--- config.mk ---
export PLATFORM = sky130hd
export DESIGN_NAME = ultra_median_avg
export DESIGN_NICKNAME = d
export VERILOG_FILES = /design/src/rtl/ultra_pkg.sv /design/src/rtl/ultra_median3.sv /design/src/rtl/ultra_median_avg.sv
export SDC_FILE = /design/constraint.sdc
export NUM_CORES = 1
export LEC_CHECK = 0
export ABC_AREA = 1
export ABC_CLOCK_PERIOD_IN_PS = 4120
export CAP_MARGIN = 10
export CELL_PAD_IN_SITES_DETAIL_PLACEMENT = 0
export CELL_PAD_IN_SITES_GLOBAL_PLACEMENT = 1
export CORE_MARGIN = 3
export CORE_UTILIZATION = 39
export DETAILED_ROUTE_END_ITERATION = 7
export PLACE_DENSITY_LB_ADDON = 0.1
export SLEW_MARGIN = 0
export SYNTH_ARGS = -nofsm -noshare
export SYNTH_HDL_FRONTEND = slang
export SYNTH_HIERARCHICAL = 1
export SYNTH_SLANG_ARGS = --single-unit
--- constraint.sdc ---
create_clock -name clk -period 4.12 [get_ports clk]
set_input_delay 1.03 -clock clk [delete_from_list [all_inputs] [get_ports clk]]
set_output_delay 1.03 -clock clk [all_outputs]
set_load 0.01 [all_outputs]
--- src/rtl/ultra_pkg.sv ---
// Shared widths and types for the ultrasonic range-sample conditioner.
package ultra_pkg;

  localparam int SAMPLE_W = 8;
  localparam int AVG_LOG2 = 3;
  localparam int ACC_W    = SAMPLE_W + AVG_LOG2;

  typedef logic [SAMPLE_W-1:0] sample_t;
  typedef logic [ACC_W-1:0]    acc_t;

endpackage

--- src/rtl/ultra_median3.sv ---
// Combinational median of three samples.
module ultra_median3
  import ultra_pkg::*;
(
  input  sample_t a,
  input  sample_t b,
  input  sample_t c,
  output sample_t med
);

  sample_t lo;
  sample_t hi;
  sample_t hi_c;

  assign lo   = (a < b) ? a : b;
  assign hi   = (a < b) ? b : a;
  assign hi_c = (hi < c) ? hi : c;
  assign med  = (lo > hi_c) ? lo : hi_c;

endmodule

--- src/rtl/ultra_median_avg.sv ---
// Strobe synchronizer, 3-tap median window and
// block averager for ultrasonic range samples.
module ultra_median_avg
  import ultra_pkg::*;
#(
  parameter int DATA_W = 16
) (
  input  logic              clk,
  input  logic              rstn,
  input  logic [DATA_W-1:0] data_i,
  input  logic              data_av_ai,
  output sample_t           median_o,
  output logic              median_en_o,
  output sample_t           avg_o,
  output logic              avg_o_en
);

  logic [2:0] sync_q;
  logic       capture_p;
  sample_t    sample;
  sample_t    w0;
  sample_t    w1;
  sample_t    w2;
  logic       shift_q;
  sample_t    med;
  acc_t       acc;
  acc_t       acc_sum;
  logic [AVG_LOG2-1:0] cnt;

  // sync_q[1] is the synchronized strobe, sync_q[2] its history
  assign capture_p = sync_q[1] & ~sync_q[2];

  assign sample = (|data_i[DATA_W-1:SAMPLE_W]) ?
                  '1 : data_i[SAMPLE_W-1:0];

  always_ff @(posedge clk or negedge rstn) begin
    if (!rstn) begin
      sync_q <= '0;
    end else begin
      sync_q <= {sync_q[1:0], data_av_ai};
    end
  end

  always_ff @(posedge clk or negedge rstn) begin
    if (!rstn) begin
      w0      <= '0;
      w1      <= '0;
      w2      <= '0;
      shift_q <= 1'b0;
    end else begin
      shift_q <= capture_p;
      if (capture_p) begin
        w2 <= w1;
        w1 <= w0;
        w0 <= sample;
      end
    end
  end

  ultra_median3 u_med (
    .a   (w0),
    .b   (w1),
    .c   (w2),
    .med (med)
  );

  always_ff @(posedge clk or negedge rstn) begin
    if (!rstn) begin
      median_o    <= '0;
      median_en_o <= 1'b0;
    end else begin
      median_en_o <= shift_q;
      if (shift_q) begin
        median_o <= med;
      end
    end
  end

  assign acc_sum = acc + acc_t'(median_o);

  always_ff @(posedge clk or negedge rstn) begin
    if (!rstn) begin
      acc      <= '0;
      cnt      <= '0;
      avg_o    <= '0;
      avg_o_en <= 1'b0;
    end else begin
      avg_o_en <= 1'b0;
      if (median_en_o) begin
        if (&cnt) begin
          avg_o    <= acc_sum[AVG_LOG2 +: SAMPLE_W];
          avg_o_en <= 1'b1;
          acc      <= '0;
          cnt      <= '0;
        end else begin
          acc <= acc_sum;
          cnt <= cnt + 1'b1;
        end
      end
    end
  end

endmodule

[After elaboration in Yosys (flattened, before gate mapping)]
Index checks and enable logic that the tools add are counted.
Cells by class
  add/sub/neg operators: 2
  order comparisons: 3
  multiplexer cells: 9
  bitwise logic cells: 2
  reductions and logical operators: 3
Operators with widths (count)
  8-bit two-way mux: 5
  8-bit < comparator: 2
  11-bit by 8-bit adder with 11-bit output: 1
  11-bit two-way mux: 1
  8-bit greater-than comparator: 1
  8-bit OR reduction: 1
  4-bit AND reduction: 1
  3-bit by 1-bit adder with 3-bit output (second input constant): 1
  3-bit two-way mux: 1
  3-bit AND reduction: 1
  1-bit two-way mux: 2
  1-bit AND: 1
  1-bit inverter: 1
Word-level totals
  register bits: 60
  input port bits: 19
  output and inout bits: 18

[Depth between registers and ports, before layout]
  word-level depth: 6
  gate-level depth with buffers: 32
  mapped depth without buffers: 31

[Modules after synthesis]
Netlist, hierarchy kept.
Modules (own cells, without submodules)
  ultra_median_avg: times used 1, cells each 298, area an instance 2755.1 sq um, seq. area each 1501.4 sq um
  ultra_median3: times used 1, cells each 181, area an instance 987.2 sq um, seq. area each 0.0 sq um

[Worst setup path before layout]
OpenSTA, ideal clock, no wires.
  kind: reg2reg
  start point: register w0[7]
  end point: register median_o[0]
  setup time: 0.065 ns
  arrival time: 4.014 ns
  path slack: 0.042 ns
  stages on the path, launching flop included: 26
  buffers on the path: 1
  period minus slack after synthesis: 4.078 ns
  cells stage by stage: dfrtp_1 > ha_1 > a21oi_1 > o21a_1 > nand2_2 > buf_2 > nand2_1 > o21ai_0 > ha_1 > a21oi_1 > nor2_1 > a211oi_2 > nand2_4 > nand2_1 > nand2_1 > ha_1 > inv_1 > nor2_1 > nor2_1 > o21ai_0 > nand3_1 > a21oi_4 > inv_2 > or2_2 > nand2_1 > mux2_2
On the way
  longest elaborated chain between the ends: 6
  elaborated cells on any way between the ends: 7
  classes of those cells: order compare: 3; mux: 4
RTL lines
  from (decl): RTL line ultra_median_avg.sv:21  | sample_t w0;
  from (signal assigned): RTL line ultra_median_avg.sv:55  | w0 <= sample;
  8-bit < comparator: RTL line ultra_median3.sv:15, ultra_median3.sv:16
  8-bit two-way mux: RTL line ultra_median3.sv:16  | assign hi = (a < b) ? b : a;
  8-bit < comparator: RTL line ultra_median3.sv:17  | assign hi_c = (hi < c) ? hi : c;
  8-bit two-way mux: RTL line ultra_median3.sv:17
  8-bit greater-than comparator: RTL line ultra_median3.sv:18  | assign med = (lo > hi_c) ? lo : hi_c;
  8-bit two-way mux *: RTL line ultra_median3.sv:18
  named net med[0]: RTL line ultra_median_avg.sv:25  | sample_t med;
  to (signal assigned): RTL line ultra_median_avg.sv:74  | median_o <= med;
  to (decl): RTL line ultra_median_avg.sv:12  | output sample_t median_o,
The timed path passes the listed nets; every way through them passes the cells marked *.
A chain may end at the register's enable or synchronous reset.

[Worst setup path after layout]
  start point: register w0[1]
  end point: register median_o[3]
The elaborated chain is that of the path after synthesis.

==> impl_metrics.json <==
{
  "final_nets": 593,
  "slowest_stage": "dfrtp_1",
  "clkPwrFrac_pct": 20.9,
  "dieWidth_um": 104,
  "rsz0062_at_grt": "true",
  "clockRootBuffer": "clkbuf_8",
  "critPathKind": "reg -> reg",
  "ir_drop_mv": 0.232,
  "htreeDepth": 3,
  "power.leakage_nw": 2.41,
  "syn_area_um2": 3740,
  "tightest_slew_ns": 0.686,
  "outcome": "complete, no violations",
  "hold_class": "reg -> reg",
  "finalSetupViolations": 0,
  "final_util_pct": 51.8,
  "vias": 3240,
  "synth-seq-cells": 60,
  "grt_usage_pct": 17.2,
  "combPwrFrac_pct": 51.6,
  "ys.warnings.count": 6,
  "fin_crit_ns": 3.91,
  "antenna_found_initial": 0,
  "cts_buffer_depth": 2,
  "clkTransAtPathRegs_ns": 0.07,
  "area_growth_pct": 28.5,
  "drive_gt1_share_pct": 17.6,
  "setup.worst_path.start_class": "flop",
  "diodes": 0,
  "wl_um": 9100,
  "cts_made_buffers": 9,
  "hold_viol": 0,
  "vias_per_cell": 4.80,
  "clock-skew-final_ns": 0.0141,
  "cts_tree": "yes",
  "p_per_area_nw_per_um2": 654,
  "grt_pass1_wl_um": 15000,
  "synthesis.nets": 531,
  "num_rows": 35,
  "critPathMaxStageDelay_ns": 0.41,
  "power_frac_seq_pct": 27.5,
  "synthCells": 479,
  "coreArea_um2": 9280,
  "drt_iter0_drc": 141,
  "io_pins": 37,
  "final_common_cell": "nand2_1",
  "slew_violations": 0,
  "cp_common_cell": "nand2_1",
  "p_sw_share_pct": 40.6,
  "power.switching_w": 0.00128,
  "final_cell_mix": "nand2_1 (135), dfrtp_1 (60), inv_1 (53)",
  "drc": 0,
  "cap_violations": 0,
  "clock_latency_ns": 0.34,
  "holdWs_ns": 0.354,
  "nFillCells": 962,
  "grt_pass1_vias": 3080,
  "dieArea_um2": 10800,
  "wl_per_cell_um": 13.5,
  "finalCritPeriodShare_pct": 94.8,
  "synth_cell_types": 40,
  "gp_congestion": 0.900,
  "cts_hold_buf": 0,
  "maxSlewHeadroom_pct": 54.2,
  "start_util_pct": 40.3,
  "die_h_um": 104,
  "ant_nets": 0,
  "worstPathArrival_ns": 4.13,
  "clock-sinks": 60,
  "syn_avg_cell_area_um2": 7.81,
  "grt_overflow": 0,
  "io_buffers": 36,
  "grt_max_degree": 33,
  "cp.required_ns": 4.34,
  "dp_hpwl_um": 6760,
  "drt_first_pass_iters": 4,
  "p_int_w": 0.00187,
  "ys_seq_area_share_pct": 40.1,
  "cp_max_fo": 9,
  "worstSetupEndpointType": "flop",
  "setup_tns_ns": 0,
  "fmax_mhz": 256
}
==> flip-flops by register name, indices dropped and copies added (netlist names) <==
| register | flops |
|---|---|
| w2 | 8 |
| acc | 11 |
| sync_q | 3 |
| median_en_o | 1 |
| median_o | 8 |
| shift_q | 1 |
| w0 | 8 |
| cnt | 3 |
| avg_o | 8 |
| avg_o_en | 1 |
| w1 | 8 |
==> layer usage <==
metal  share of wire (%)  up-vias  track usage (%)  routed length (um)
met1                  52     1500             25.0                4690
met5                   0        -                0                   0
met4                0.88        0             4.84                  80
met3                 3.9        4             3.85                 358
li1                    -     1672                -                   -
met2                  44       64             25.8                3970
==> stage by stage <==
| step | setup WS (ns) | instances | power (W) | area, um2 |
|---|---|---|---|---|
| after floorplan | 0.0417 | 479 | 0.00189 | 3740 |
| after global placement | -0.0501 | 647 | 0.00233 | 4300 |
| after detailed placement | -0.114 | 647 | 0.00235 | 4300 |
| after CTS | 0.0358 | 664 | 0.00305 | 4550 |
| after global routing | -0.0694 | 675 | 0.00345 | 4810 |
| final | 0.213 | 675 | 0.00314 | 4810 |
==> cell usage after synthesis (all sizes together) <==
cell type	number	area share (%)
nand2	146	15
inv	62	6.2
dfrtp	60	40
nor2	42	4.9
nand3	39	5.3
o21ai	33	4.4
ha	32	11
a21oi	26	3.9
buf	8	1.3
mux2	7	2.1
nand3b	3	0.60
or2	3	0.50
a211oi	2	0.53
and2	2	0.33
nand4	2	0.33
nor3	2	0.57
o21a	2	0.40
a21boi	1	0.20
a22o	1	0.23
clkbuf	1	0.10
fa	1	0.53
nor4	1	0.57
o22ai	1	0.17
xnor2	1	0.23
xor2	1	0.23
==> area by class of cell <==
type / instances / area (um2) / share of cell area, %
sequential: 60 / 1500 / 31.2
multi-input combinational: 349 / 2100 / 43.6
tap: 129 / 161 / 3.36
clock inverter: 6 / 111 / 2.32
inverter: 62 / 235 / 4.89
clock buffer: 10 / 128 / 2.65
timing repair buffer: 59 / 574 / 11.9
==> power groups by stage <==
stage	Sequential, W	Combinational [W]	Clock, W
after floorplan	0.000876	0.00102	0
after global placement	0.000875	0.00146	0
after detailed placement	0.000879	0.00147	0
after CTS	0.000867	0.00151	0.000676
after global routing	0.000889	0.00186	0.000702
final	0.000863	0.00162	0.000657
==> worst max-delay path, delay by kind of cell, from the launching register on <==
family / cells / cell delay [ns]
AND/OR/NAND/NOR: 13 / 0.99
AO/OA/AOI/OAI: 6 / 0.67
adder cells (fa/ha/maj): 3 / 0.69
buffers and inverters: 5 / 0.74
multiplexers: 1 / 0.27
flip-flops: 1 / 0.41
==> repair_timing <==
item,CTS,global route
gates cloned,0,2
gates resized for setup,6,40
buffers inserted,1,9
pin swaps,1,10
setup endpoints to repair,8,8
==> path summary, 6_finish.rpt <==
path / from / endpoint / slack [ns] / cells after the start
worst max-delay path: w0[1] / median_o[3] / 0.21 / 28
worst min register to register: sync_q[0] / sync_q[1] / 0.35 / 0
worst min-delay path: sync_q[0] / sync_q[1] / 0.35 / 0
max in group asynchronous: rstn / w2[0] / 2.52 / 2
min in group asynchronous: rstn / acc[5] / 0.72 / 1
worst max register to register: w0[1] / median_o[3] / 0.21 / 28
==> cell families after synthesis <==
family,Yosys count,synth area share (%)
mux,7,2.11
simple gates,240,28.6
buf+inv,71,7.62
compound gates,66,9.83
fa+ha+maj,33,11.2
xor+xnor,2,0.468
flops,60,40.1
(Power assumes the default switching activity.)
